`src/rtl/nexys_starship_break_sched_pkg.sv`:
```
// Shared definitions for the Nexys Starship break scheduler: FSM state
// encodings, the LFSR feedback mask and the subsystem index constants.
package nexys_starship_pkg;

    // One-hot state encoding, the same style the subsystem FSMs use
    typedef enum logic [3:0] {
        IDLE   = 4'b0001,
        ARMED  = 4'b0010,
        SELECT = 4'b0100,
        FIRE   = 4'b1000
    } sched_state_t;

    // Galois feedback mask (x^16 + x^14 + x^13 + x^11 + 1, maximal length)
    localparam logic [15:0] LFSR_MASK = 16'hB400;

    // Panel index constants
    localparam int TL = 0;
    localparam int TR = 1;
    localparam int BL = 2;
    localparam int BR = 3;

endpackage

```
`src/rtl/nexys_starship_break_sched_lfsr16.sv`:
```
// Free-running 16-bit Galois LFSR. It steps every clock regardless of the
// scheduler state, so the random choices depend on when the player acts.
module nexys_starship_lfsr16
    import nexys_starship_pkg::*;
#(
    parameter logic [15:0] SEED = 16'hACE1
) (
    input  logic        Clk,
    input  logic        Reset_n,
    output logic [15:0] state
);

    // Shift right, folding the mask in whenever a one falls out of bit 0
    always_ff @(posedge Clk or negedge Reset_n) begin
        if (!Reset_n) begin
            state <= SEED;
        end else begin
            state <= {1'b0, state[15:1]} ^ (state[0] ? LFSR_MASK : 16'h0000);
        end
    end

endmodule

```
`src/rtl/nexys_starship_break_sched.sv`:
```
// Central break scheduler for the Nexys Starship panels. Counts game ticks
// down to the next break, hunts for an eligible panel, then fires a one-cycle
// strobe with a nonzero repair combo. The period shrinks each level.
// Optional feature macro: SCHED_GRACE_EN (repaired panels get a 20-tick
// grace window before they may be broken again).
module nexys_starship_break_sched
    import nexys_starship_pkg::*;
#(
    parameter int          NUM_SUBSYS       = 4,
    parameter int          PERIOD_INIT      = 300,
    parameter int          PERIOD_MIN       = 60,
    parameter int          PERIOD_STEP      = 30,
    parameter int          BREAKS_PER_LEVEL = 4,
    parameter int          MAX_BROKEN       = 2,
    parameter logic [15:0] LFSR_SEED        = 16'hACE1
) (
    input  logic                  Clk,
    input  logic                  Reset_n,
    input  logic                  tick,
    input  logic                  play_flag,
    input  logic                  gameover_ctrl,
    input  logic [NUM_SUBSYS-1:0] broken,
    output logic [NUM_SUBSYS-1:0] break_strobe,
    output logic [3:0]            random_hex,
    output logic [2:0]            level,
    output logic                  sched_active
);

    localparam int IDX_W = $clog2(NUM_SUBSYS);

    sched_state_t          state;
    logic [15:0]           lfsr;
    logic                  lfsr_unused;
    logic [15:0]           period;
    logic [15:0]           period_next;
    logic [16:0]           period_sub;
    logic [15:0]           countdown;
    logic [7:0]            break_cnt;
    logic [IDX_W-1:0]      cand;
    logic [NUM_SUBSYS-1:0] cand_onehot;
    logic [NUM_SUBSYS-1:0] skip;
    logic [3:0]            broken_cnt;
    logic                  over_cap;
    logic [3:0]            hex_pick;

    nexys_starship_lfsr16 #(
        .SEED (LFSR_SEED)
    ) u_lfsr (
        .Clk     (Clk),
        .Reset_n (Reset_n),
        .state   (lfsr)
    );

    assign lfsr_unused = ^lfsr;
    assign cand_onehot = {{(NUM_SUBSYS-1){1'b0}}, 1'b1} << cand;
    assign hex_pick    = (lfsr[3:0] == 4'h0) ? 4'h1 : lfsr[3:0];
    assign over_cap    = broken_cnt >= 4'(MAX_BROKEN);

    // Count live broken panels to enforce the simultaneous-break cap
    always_comb begin
        broken_cnt = 4'd0;
        for (int i = 0; i < NUM_SUBSYS; i++) begin
            broken_cnt = broken_cnt + {3'b000, broken[i]};
        end
    end

    // Next period after a level-up, computed one bit wider so it cannot wrap
    always_comb begin
        period_sub = {1'b0, period} - 17'(PERIOD_STEP);
        if (period_sub[16] || (period_sub < 17'(PERIOD_MIN))) begin
            period_next = 16'(PERIOD_MIN);
        end else begin
            period_next = period_sub[15:0];
        end
    end

`ifdef SCHED_GRACE_EN
    logic [NUM_SUBSYS-1:0] broken_q;
    logic [5:0]            grace [NUM_SUBSYS];
    logic [NUM_SUBSYS-1:0] grace_busy;

    // Load a grace window when a panel is repaired and drain it on game ticks
    always_ff @(posedge Clk or negedge Reset_n) begin
        if (!Reset_n) begin
            broken_q <= '0;
            for (int i = 0; i < NUM_SUBSYS; i++) grace[i] <= 6'd0;
        end else begin
            broken_q <= broken;
            for (int i = 0; i < NUM_SUBSYS; i++) begin
                if (gameover_ctrl) begin
                    grace[i] <= 6'd0;
                end else if (broken_q[i] && !broken[i]) begin
                    grace[i] <= 6'd20;
                end else if (tick && (grace[i] != 6'd0)) begin
                    grace[i] <= grace[i] - 6'd1;
                end
            end
        end
    end

    // A panel still in its grace window is skipped like a broken one
    always_comb begin
        for (int i = 0; i < NUM_SUBSYS; i++) grace_busy[i] = (grace[i] != 6'd0);
    end

    assign skip = broken | grace_busy;
`else
    assign skip = broken;
`endif

    // Scheduler FSM with registered outputs; game over overrides everything
    always_ff @(posedge Clk or negedge Reset_n) begin
        if (!Reset_n) begin
            state        <= IDLE;
            break_strobe <= '0;
            random_hex   <= 4'h0;
            level        <= 3'd0;
            sched_active <= 1'b0;
            period       <= 16'(PERIOD_INIT);
            countdown    <= 16'(PERIOD_INIT);
            break_cnt    <= 8'd0;
            cand         <= '0;
        end else begin
            break_strobe <= '0;
            if (gameover_ctrl) begin
                state        <= IDLE;
                sched_active <= 1'b0;
                level        <= 3'd0;
                period       <= 16'(PERIOD_INIT);
                countdown    <= 16'(PERIOD_INIT);
                break_cnt    <= 8'd0;
            end else begin
                case (state)
                    IDLE: begin
                        if (play_flag) begin
                            countdown    <= period;
                            state        <= ARMED;
                            sched_active <= 1'b1;
                        end
                    end
                    ARMED: begin
                        if (tick) begin
                            countdown <= countdown - 16'd1;
                            if (countdown <= 16'd1) begin
                                cand  <= lfsr[4 +: IDX_W];
                                state <= SELECT;
                            end
                        end
                    end
                    SELECT: begin
                        if (!over_cap) begin
                            if (skip[cand]) begin
                                cand <= cand + IDX_W'(1);
                            end else begin
                                state        <= FIRE;
                                break_strobe <= cand_onehot;
                                random_hex   <= hex_pick;
                            end
                        end
                    end
                    FIRE: begin
                        state <= ARMED;
                        if ((break_cnt + 8'd1) >= 8'(BREAKS_PER_LEVEL)) begin
                            break_cnt <= 8'd0;
                            level     <= (level == 3'd7) ? 3'd7 : level + 3'd1;
                            period    <= period_next;
                            countdown <= period_next;
                        end else begin
                            break_cnt <= break_cnt + 8'd1;
                            countdown <= period;
                        end
                    end
                    default: begin
                        state        <= IDLE;
                        sched_active <= 1'b0;
                    end
                endcase
            end
        end
    end

endmodule

```
`config.mk`:
```
export PLATFORM = sky130hd
export DESIGN_NAME = nexys_starship_break_sched
export DESIGN_NICKNAME = d
export VERILOG_FILES = /design/src/rtl/nexys_starship_break_sched_pkg.sv /design/src/rtl/nexys_starship_break_sched_lfsr16.sv /design/src/rtl/nexys_starship_break_sched.sv
export SDC_FILE = /design/constraint.sdc
export NUM_CORES = 1
export LEC_CHECK = 0
export ABC_CLOCK_PERIOD_IN_PS = 3000
export BUFFER_PORTS_ARGS = -buffer_cell sky130_fd_sc_hd__buf_2
export CAP_MARGIN = 20
export CORE_MARGIN = 5
export CORE_UTILIZATION = 40
export CTS_BUF_LIST = sky130_fd_sc_hd__clkbuf_16
export DETAILED_ROUTE_END_ITERATION = 8
export GPL_ROUTABILITY_DRIVEN = 0
export PLACE_DENSITY_LB_ADDON = 0.15
export RECOVER_POWER = 25
export SLEW_MARGIN = 20
export SYNTH_ARGS = -nofsm -noshare
export SYNTH_HDL_FRONTEND = slang
export SYNTH_SLANG_ARGS = --single-unit
```
`constraint.sdc`:
```
create_clock -name Clk -period 3 [get_ports Clk]
set_input_delay 0.15 -clock Clk [delete_from_list [all_inputs] [get_ports Clk]]
set_output_delay 0.15 -clock Clk [all_outputs]
set_load 0.005 [all_outputs]
```
======== Word level (Yosys, flattened, before mapping) ========
Index checks and enable logic that the tools add are counted.
operators by class
  add/sub/neg operators ................... 8
  $lt $le $gt $ge ......................... 5
  eq/ne operators ......................... 15
  shift operators ......................... 1
  mux-type cells .......................... 38
  bitwise gates (word level) .............. 4
  reductions and logical operators ........ 13
operators by type and width
  operator                                                                              count
  16-bit 2-to-1 mux                                                                     8
  16-bit case mux with 3 select lines                                                   1
  4-bit 2-to-1 mux                                                                      11
  8-bit 2-to-1 mux                                                                      3
  17-bit by 6-bit less-than comparator with 1-bit output (second input constant)        1
  16-bit by 5-bit subtractor with 17-bit output (second input constant)                 1
  16-bit by 1-bit <= comparator with 1-bit output (second input constant)               1
  4-bit case mux with 4 select lines                                                    1
  16-bit by 1-bit subtractor with 16-bit output (second input constant)                 1
  15-bit by 16-bit bitwise XOR with 16-bit output                                       1
  3-bit inequality test (second input constant)                                         5
  3-bit 2-to-1 mux                                                                      4
  8-bit by 1-bit adder with 8-bit output (second input constant)                        1
  8-bit by 3-bit greater-or-equal comparator with 1-bit output (second input constant)  1
  2-bit 2-to-1 mux                                                                      4
  2-bit inequality test (second input constant)                                         4
  6-bit AND reduction                                                                   1
  2-bit nonzero test                                                                    3
  5-bit AND reduction                                                                   1
  3-bit by 1-bit adder with 4-bit output                                                1
  4-bit by 1-bit == test with 1-bit output (second input constant)                      1
  4-bit by 2-bit == test with 1-bit output (second input constant)                      1
  4-bit by 3-bit == test with 1-bit output (second input constant)                      1
  4-bit == test (second input constant)                                                 1
  21 further kinds                                                                      26
storage, ports and cells
  flip-flop bits (word level) ............. 74
  input port bits ......................... 9
  output and inout port bits .............. 12
  logic and storage cells ................. 94

======== Depth between registers and ports, before layout ========
Gate-level depths: netlist of run 1.
  word-level depth ........................ 7
  mapped depth ............................ 10
  depth with buffers taken out ............ 8

======== By module ========
A second synthesis of run 1 with hierarchy kept.
second synthesis, totals
  cell total of the unflattened synthesis .. 471
  area, all modules ....................... 4299.1 µm²
by module, submodules not included
  module                      times used  cells an instance  area an instance (µm²)  sequential area each (µm²)
  nexys_starship_break_sched  1           452                3862.5                  1462.7
  nexys_starship_lfsr16       1           19                 436.7                   410.4

======== Worst setup path after synthesis of run 1 ========
OpenSTA, ideal clock, no wires.
  path type ............................... register to register
  start ................................... reg period[1]
  end ..................................... reg countdown[13]
  library setup time ...................... 0.078 ns
  data arrival time ....................... 2.549 ns
  data required time ...................... 2.922 ns
  path slack .............................. 0.372 ns
  stages on the path, launching flop included .. 11
  buffers on the path ..................... 2
  period minus slack after synthesis ...... 2.628 ns
  path through ............................ dfrtp_1 > ha_1 > clkbuf_1 > and3_1 > a2111oi_2 > o221ai_1 > and3_1 > a21o_1 > buf_6 > a2111oi_4 > o21bai_1
between the ends
  longest elaborated chain between the ends .. 7
RTL lines
  element                                                 line                               source
  start: declaration                                      nexys_starship_break_sched.sv:34   logic [15:0] period;
  start signal: assignment                                nexys_starship_break_sched.sv:119  period <= 16'(PERIOD_INIT);
  start signal: assignment                                nexys_starship_break_sched.sv:129  period <= 16'(PERIOD_INIT);
  start signal: assignment                                nexys_starship_break_sched.sv:166  period <= period_next;
  16-bit by 5-bit subtractor with 17-bit output (*)       nexys_starship_break_sched.sv:69   period_sub = {1'b0, period} - 17'(PERIOD_STEP);
  17-bit by 6-bit less-than comparator with 1-bit output  nexys_starship_break_sched.sv:70   if (period_sub[16] || (period_sub < 17'(PERIOD_MIN))) begin
  1-bit logical OR                                        nexys_starship_break_sched.sv:70
  16-bit 2-to-1 mux (*)                                   nexys_starship_break_sched.sv:70
  16-bit 2-to-1 mux (*)                                   n/a
  16-bit case mux with 3 select lines (*)                 nexys_starship_break_sched.sv:133  case (state)
  16-bit 2-to-1 mux (*)                                   nexys_starship_break_sched.sv:125  if (gameover_ctrl) begin
  end signal: assignment                                  nexys_starship_break_sched.sv:130  countdown <= 16'(PERIOD_INIT);
  end signal: assignment                                  nexys_starship_break_sched.sv:136  countdown <= period;
  end signal: assignment                                  nexys_starship_break_sched.sv:143  countdown <= countdown - 16'd1;
  end: declaration                                        nexys_starship_break_sched.sv:37   logic [15:0] countdown;
Every way passes the cells marked *; elsewhere a longest branch is shown, timed or not.
A chain may end at the register's enable or synchronous reset.

======== Final worst setup path of run 1 ========
  start ................................... reg period[1]
  end ..................................... reg period[11]
between the ends
  longest elaborated chain between the ends .. 7
RTL lines
  element                                                 line                               source
  16-bit by 5-bit subtractor with 17-bit output (*)       nexys_starship_break_sched.sv:69
  17-bit by 6-bit less-than comparator with 1-bit output  nexys_starship_break_sched.sv:70
  1-bit logical OR                                        nexys_starship_break_sched.sv:70
  16-bit 2-to-1 mux (*)                                   nexys_starship_break_sched.sv:70
  16-bit 2-to-1 mux (*)                                   nexys_starship_break_sched.sv:163  if ((break_cnt + 8'd1) >= 8'(BREAKS_PER_LEVEL)) begin
  16-bit 2-to-1 mux (*)                                   nexys_starship_break_sched.sv:133
  16-bit 2-to-1 mux (*)                                   nexys_starship_break_sched.sv:125
Every way passes the cells marked *; elsewhere a longest branch is shown, timed or not. The select of a mux whose other input is x is not followed.

==> run summary, run 1 <==
The checks that failed: max-capacitance violations, max-slew violations. Clock tree synthesis inserted a total of 9 buffers. The depth of the CTS H-tree is 3. The die covers 0.0131 mm2.

The clock skew came out at 0.00654 ns. The initial detailed-routing violation count is 417. Summed over all layers, the routed wires come to 12,200 um. The final worst setup slack came out at 0.242 ns.

The run finished, with violations left. In the final routed layout, each cell accounts on average for 18.3 um. For this run, design rule violations remaining after detail routing come to 0.

The number of synthesized flops with an enable pin came out at 0. The fraction of the cycle the final worst path needs is 91.9%. After legalization and detailed placement, the total HPWL measured 8640 um.

The transition time at the pin with the least slew margin is 1.88 ns. The effective utilization at floorplan is 40.5%. Sequential cells were found to cover 42.8% of the synthesized design area.

The worst-skew pair later-pin latency is 0.34 ns. Timing analysis after detailed placement gives a worst setup slack of 0.156 ns. Setup repair after global routing left no endpoint under its margin. The number of hold violations in the final report came out at 0.

The number of cells produced by synthesis came out at 488. The clock tree from TritonCTS is yes. The netlist area before placement came out at 0.00438 mm2. The tree is rooted in a sky130_fd_sc_hd__clkbuf_16. The worst-case IR drop observed on VDD is 0.263 mV. The critical path is of the reg2reg type. The yosys synthesis warning count is 0.

The width of the die is 115 um. The antenna cell count is 0. In this run the mean area of a mapped cell was 8.97 um2. The via count of the first global-routing pass was 3,730. The number of cells in the design after placement came out at 650. The number of max-slew violations in the final report came out at 75.

The number of sinks driven by the clock tree came out at 74. The first-pass GRT wire length came out at 19,700 um. The count of different cell masters after synthesis is 68. The filler-free cell count of the finished design came out at 666. The number of rows in the core area is 38. The number of setup buffers added after CTS is 0.

The worst setup path is launched from a flip-flop. The area growth from synthesis to final layout is 15.9%. In this run the cell area measured after placement is 0.00476 mm2.

The count of nets left with antenna violations after detail routing came out at 0. The area taken by flip-flops and latches came out at 0.00187 mm2. For this design the top-level I/O count stands at 21. The data arrival time of the critical path is 3.03 ns. The shortest clock period the worst path allows after layout is 2.76 ns. The core region is 0.0108 mm2. The filler cell count came out at 1,028. The cell area after layout came out at 0.00507 mm2. For this run, asynchronously set or reset flops after synthesis account for 100%. The die is 115 um tall. The headroom to the max-slew limit came out at -25.6%. The post-CTS clock slew at the launch and capture registers of the worst setup and hold paths came out at 0.07 ns. The multi-input combinational cell area came out at 0.00234 mm2. The layout cell share with drive strength beyond 1 is 18.6%. The worst setup path is captured at a flip-flop.

In the routed layout, each cell is associated on average with a via count of 5.96. The initial antenna violation count is 0. The largest net degree at the start of global routing is 75.

The worst-path maximum fanout is 12. The setup TNS is 0 ns. In this run the tool buffered the top-level ports with 20 buffer cells. The overall track demand over capacity in global routing is 19.1%. The number of nets in the synthesized netlist is 508. The number of nets in the finished design came out at 541. The number of detailed-routing iterations run before antenna repair is 5.

The completed layout was analyzed and its total power is 2.32 mW. The number of maximum-capacitance violations came out at 1. The buffer levels on the longest clock path came out at 2.

The achievable frequency came out at 363 MHz. The global route total overflow is 0. Summed over all cells, the static leakage comes to 2.16 nW.

For flop-to-flop paths, the worst setup slack is 0.24 ns. The hold-fix buffer count after cts is 0. The power per standard cell area came out at 458 mW/mm2.

In this run the worst hold path is classified as in2reg. For this run, the leading register cell type out of synthesis is sky130_fd_sc_hd__dfrtp_1. The required time of the worst setup path is 3.27 ns.

The total via count in the routed design came out at 3,970. The count of endpoints failing setup in the final report came out at 0. Synthesis inferred 74 register bits.
where the power goes:
group	leakage (nW)	internal, mW	switching, mW
clock	0.153	0.662	0.474
combinational	1.04	0.0507	0.112
sequential	0.967	1.01	0.0146
total	2.16	1.72	0.601
per-stage QoR:
stage                     util [%]  hold WS, ns
final                         47.0        0.160
after global routing          47.0        0.191
after CTS                     47.0      0.00911
after detailed placement      44.1        0.339
after global placement        44.1        0.336
after floorplan                  -       -0.146
cell usage after synthesis (11+ instances only):
library cell / n / area [um2]
sky130_fd_sc_hd__a21oi_1: 33 / 165
sky130_fd_sc_hd__clkbuf_1: 19 / 71.3
sky130_fd_sc_hd__dfrtp_1: 57 / 1430
sky130_fd_sc_hd__dfstp_2: 17 / 447
sky130_fd_sc_hd__inv_1: 12 / 45.0
sky130_fd_sc_hd__nand2_1: 33 / 124
sky130_fd_sc_hd__nand3_1: 11 / 55.1
sky130_fd_sc_hd__nor2_1: 59 / 221
sky130_fd_sc_hd__nor3_1: 19 / 95.1
sky130_fd_sc_hd__o21ai_0: 33 / 165
sky130_fd_sc_hd__o21ai_1: 11 / 55.1
routing by layer:
metal	track usage [%]	up-vias	part of all wire, %
met5	0	-	0
met4	7.21	0	2.1
met3	3.91	23	6.8
met2	28.8	154	45
met1	27.0	1932	46
li1	-	1861	-
worst paths after layout:
kind	from	to	cells after the start
worst min register to register	u_lfsr.state[7]$_DFF_PN1_	u_lfsr.state[6]$_DFF_PN1_	0
worst max register to register	period[1]$_DFFE_PN0P_	period[11]$_DFFE_PN0P_	8
max in group asynchronous	Reset_n	countdown[12]$_DFFE_PN0P_	1
worst min-delay path	tick	state[1]$_DFFE_PN0P_	4
worst max-delay path	period[1]$_DFFE_PN0P_	period[11]$_DFFE_PN0P_	8
min in group asynchronous	Reset_n	period[4]$_DFFE_PN0P_	1
sequential cells by signal, indices dropped and copies added (netlist names):
register and count:
countdown 16, period 16, u_lfsr.state 16, break_cnt 8, break_strobe 4, random_hex 4, state 4, level 3
cand 2, sched_active 1
cells in the final DEF, fill, tap and decap left out, types with 9 or more instances in the layout:
master	instances
sky130_fd_sc_hd__nor2_1	59
sky130_fd_sc_hd__dfrtp_1	57
sky130_fd_sc_hd__o21ai_0	33
sky130_fd_sc_hd__nand2_1	33
sky130_fd_sc_hd__a21oi_1	33
sky130_fd_sc_hd__buf_4	30
sky130_fd_sc_hd__buf_2	19
sky130_fd_sc_hd__nor3_1	18
sky130_fd_sc_hd__dfstp_2	15
sky130_fd_sc_hd__inv_1	12
sky130_fd_sc_hd__nand3_1	11
sky130_fd_sc_hd__o21ai_1	11
sky130_fd_sc_hd__nand2b_1	10
sky130_fd_sc_hd__nor4_1	10
sky130_fd_sc_hd__ha_1	10
sky130_fd_sc_hd__xor2_1	9
sky130_fd_sc_hd__and3_1	9
sky130_fd_sc_hd__clkbuf_16	9
final cells by class:
| cell class | count | share of cell area, % |
|---|---|---|
| clock buffers | 9 | 4.44 |
| clock inverters | 7 | 1.68 |
| inverters | 13 | 0.962 |
| multi-input cells | 373 | 46.1 |
| flip-flops and latches | 74 | 36.9 |
| well taps | 140 | 3.45 |
| repair buffers | 50 | 6.41 |
what timing repair did:
action / CTS / global route
endpoints found under the hold margin: 0 / 0
setup endpoints to repair: 0 / 3
resized for setup: 0 / 2
worst max-delay path, cell delays in order, from the launching register on:
cell                        delay (ns)
sky130_fd_sc_hd__dfrtp_1          0.45
sky130_fd_sc_hd__ha_1             0.24
sky130_fd_sc_hd__and3_1           0.28
sky130_fd_sc_hd__a2111oi_2        0.38
sky130_fd_sc_hd__o221ai_1         0.20
sky130_fd_sc_hd__and3_1           0.21
sky130_fd_sc_hd__a21o_4           0.28
sky130_fd_sc_hd__or4_1            0.52
sky130_fd_sc_hd__o21ai_1          0.12
cells by family (layout without fill, tap and decap cells):
| kind of cell | Yosys count | count (layout) | share of synthesized area, % |
|---|---|---|---|
| simple gates | 193 | 193 | 22.4 |
| mux | 9 | 9 | 2.43 |
| compound gates | 145 | 145 | 22.0 |
| buf+inv | 41 | 79 | 4.00 |
| flops | 74 | 74 | 42.8 |
| fa+ha+maj | 11 | 11 | 3.32 |
| xor+xnor | 15 | 15 | 3.00 |
No activity file was read; power rests on OpenSTA's default activity.
==> run 2: changes to the inputs <==
ABC_AREA = 1   (was not set)
SETUP_SLACK_MARGIN = 0.3   (was not set)
SKIP_LAST_GASP = 1   (was not set)
==> run 2 against run 1 <==
  * Largest power group is now sequential cells
  * The run still ends with max-capacitance violations, max-slew violations left
  * Highest routed layer unchanged
  * Area after synthesis decreased by 2.1%
  * Register-to-register slack improved by 0.42 ns
  * Die area decreased by 1.9%
  * Fmax increased by 18%
  * Largest cell class unchanged
  * Critical path depth increased by 4
  * Hold slack got worse by 0.040 ns
==> run summary, run 2 <==
Ranked by instance count, the synthesized netlist is headed by sky130_fd_sc_hd__nand2_1 (139), sky130_fd_sc_hd__nor2_1 (76), sky130_fd_sc_hd__inv_1 (70). The initial antenna violation count came out at 0. The largest net degree at the start of global routing is 75.

The count of buffers added on input and output ports is 20. The CTS root buffer is sky130_fd_sc_hd__clkbuf_16. Dividing total power by cell area gives a power density of 602 mW/mm2. The quantity of gates resized following cts came out at 0. The critical path goes through nor2_1 -> nand2_1 -> buf_4 -> inv_1 -> nor3_1 -> nor2_2 -> inv_1 -> nor2_1 -> inv_2 -> a21oi_1 -> nand2_1 -> o21ai_0. The routed wire length came out at 10,300 um. The number of cells produced by synthesis came out at 575. The synthesized design devotes to its leading area cell type 33.3% of total area. The worst path buffer plus inverter count came out at 4. In the final routed layout, each cell accounts on average for 13.9 um. The initial detailed-routing violation count came out at 261. In the layout the commonest cells are sky130_fd_sc_hd__nand2_1 (139), sky130_fd_sc_hd__nor2_1 (76), sky130_fd_sc_hd__inv_1 (71), sky130_fd_sc_hd__dfrtp_1 (57), sky130_fd_sc_hd__a21oi_1 (49). Ranked by total cell area, the synthesized netlist is headed by sky130_fd_sc_hd__dfrtp_1 (33%), sky130_fd_sc_hd__nand2_1 (12%), sky130_fd_sc_hd__dfstp_2 (10%), sky130_fd_sc_hd__nor2_1 (6.7%), sky130_fd_sc_hd__inv_1 (6.1%).

The layout cell share with drive strength beyond 1 came out at 13.0%. The number of max-slew violations in the final report came to 75. The yosys synthesis warning count is 0. The critical path capture point type is a flip-flop.

The number of nets in the finished design came out at 617. The number of sinks driven by the clock tree came out at 74. The clock arrives with 0.00977 ns of skew. The worst setup path is launched from a flip-flop. The worst setup path is of the reg2reg kind. The number of cells in the design after placement is 721. Subtracting the final worst setup slack from the clock period gives 2.33 ns. The register area share after synthesis came out at 43.7%. Grouping stages by cell kind, the critical path spends the most delay in buffers and inverters. In the finished design, the share of the clock period the worst path needs comes to 77.8%. The via-per-instance ratio is 5.04. The worst-case vdd ir drop is 0.330 mV. Setup repair after global routing left no endpoint under its margin. The area of the core is 0.0104 mm2. The achievable frequency is 428 MHz.

The DRC violations left is 0. The overall track demand over capacity in global routing came out at 16.9%. For this configuration, the core starts out at a cell density of 41.3%.

The leading register cell type out of synthesis is sky130_fd_sc_hd__dfrtp_1. The filler-free cell count of the finished design came out at 738. For the worst setup path, the data arrival time is 2.53 ns. The number of maximum-capacitance violations came out at 1. Each instance of the synthesized netlist takes up on average 7.45 um2.

The depth of the CTS H-tree came out at 3. The floorplan step defined a die boundary enclosing 0.0129 mm2. The boundary pin count is 21. The count of endpoints failing setup in the final report came out at 0. The headroom to the max-slew limit came out at -20.6%. The synthesized flop and latch total came out at 74. The first-pass GRT wire length came out at 17,600 um.

The die is 113 um wide. The number of hold violations in the final report came out at 0. The detailed router placed 3,717 vias in this run. Counting flops with an async set or reset pin after synthesis yields a share of 100%.

The die is 113 um tall. For this design the static power due to leakage is 2.31 nW. The via count of the first global-routing pass is 3,574. The number of rows in the core area is 37. The global route total overflow is 0. The net count after synthesis is 595.

At the pin with the least slew margin, the transition time is 1.81 ns. The number of setup buffers added after CTS is 0. The post-CTS clock slew at the launch and capture registers of the worst setup and hold paths came out at 0.06 ns. The cell area that synthesis handed to floorplanning was 0.00428 mm2.

The area growth from synthesis to final layout is 12.7%. For this design, the slowest cell found on the critical path is sky130_fd_sc_hd__dfstp_2. The final reports fail on max-capacitance violations, max-slew violations.

The clock tree from TritonCTS is yes. The worst-skew pair later-pin latency is 0.33 ns. For the worst setup path, the data required time is 3.19 ns. Leaving out fill and tap cells, the most frequent cell in the layout is sky130_fd_sc_hd__nand2_1.

The flow ran to the end, but the final reports show violations. The worst hold path belongs to the class in2reg. 0 antenna diodes ended up in the layout. Detailed placement finished with a half-perimeter wire length of 7370 um. The synthesized design contains 0 enable-type register cells. The largest incremental delay on the critical path is 0.55 ns. The filler cells instantiated in the layout total 1,072. In this run the worst path has a maximum fanout of 14.

The setup TNS came out at 0 ns. The largest registers in the layout are countdown: 16 flops, period: 16 flops, u_lfsr.state: 16 flops. The count of nets left with antenna violations after detail routing is 0. The buffer levels on the longest clock path is 2. The largest area contributor in the synthesized netlist is sky130_fd_sc_hd__dfrtp_1.

The count of different cell masters after synthesis came out at 39. The number of detailed-routing iterations run before antenna repair is 5. Buffers inserted during clock tree synthesis total 9. sky130_fd_sc_hd__nand2_1 is the most common cell in the netlist.
[run 2: through the flow]
step           power [mW]  utilization [%]  hold slack (ns)  instance area (um2)  worst slack, ns
2_1_floorplan        1.66                -           -0.146                 4280            0.987
3_3_place_gp         1.85             43.7            0.338                 4530            0.641
3_5_place_dp         1.86             43.7            0.344                 4530            0.639
4_1_cts              2.95             46.7            0.116                 4840            0.601
5_1_grt              3.10             46.6            0.162                 4830            0.348
6_report             2.91             46.6            0.120                 4830            0.666
[run 2: cell families (layout without fill, tap and decap cells)]
family | after synthesis | in the layout | synth area share [%]
mux | 1 | 1 | 0.263
flops | 74 | 74 | 43.7
compound gates | 108 | 108 | 14.0
simple gates | 280 | 280 | 28.3
buf+inv | 91 | 118 | 8.26
xor+xnor | 10 | 10 | 2.04
fa+ha+maj | 11 | 11 | 3.39
[run 2: worst paths after layout]
check	from	endpoint	slack (ns)	depth (start not counted)
max	state[0]$_DFFE_PN1P_	countdown[14]$_DFFE_PN0P_	0.67	12
min	play_flag	state[0]$_DFFE_PN1P_	0.12	4
max reg2reg	state[0]$_DFFE_PN1P_	countdown[14]$_DFFE_PN0P_	0.67	12
min reg2reg	u_lfsr.state[12]$_DFF_PN0_	u_lfsr.state[11]$_DFF_PN1_	0.35	0
max in group asynchronous	Reset_n	countdown[10]$_DFFE_PN0P_	1.08	2
min in group asynchronous	Reset_n	break_cnt[4]$_DFFE_PN0P_	0.84	2
[run 2: metal layers]
layer  wire (um)  track usage [%]  vias up
met4         172             5.05        0
met1        5180             24.0     1733
met3         370             3.66       15
met2        4550             25.9       73
met5           0                0        -
li1            -                -     1896
[run 2: where the power goes]
group | switching (mW) | internal, mW
Combinational | 0.432 | 0.214
Clock | 0.426 | 0.642
Sequential | 0.0886 | 1.10
Total | 0.947 | 1.96
[run 2: area by class of cell]
cell class              count  area [um2]  share of cell area, %
multi-input cells         410        2060                   42.6
flip-flops and latches     74        1870                   38.8
inverters                  74         278                   5.75
clock buffers               9         225                   4.66
well taps                 136         170                   3.52
repair buffers             28         155                   3.21
clock inverters             7        70.1                   1.45
[run 2: worst min-delay path: stages]
cell	delay, ns
sky130_fd_sc_hd__buf_2	0.07
sky130_fd_sc_hd__inv_1	0.03
sky130_fd_sc_hd__nand2_1	0.09
sky130_fd_sc_hd__o21ai_0	0.09
[run 2: timing repair]
item	4_1_cts	5_1_grt
endpoints found under the setup margin	0	0
hold endpoints to repair	3	0
hold buffers	1	0
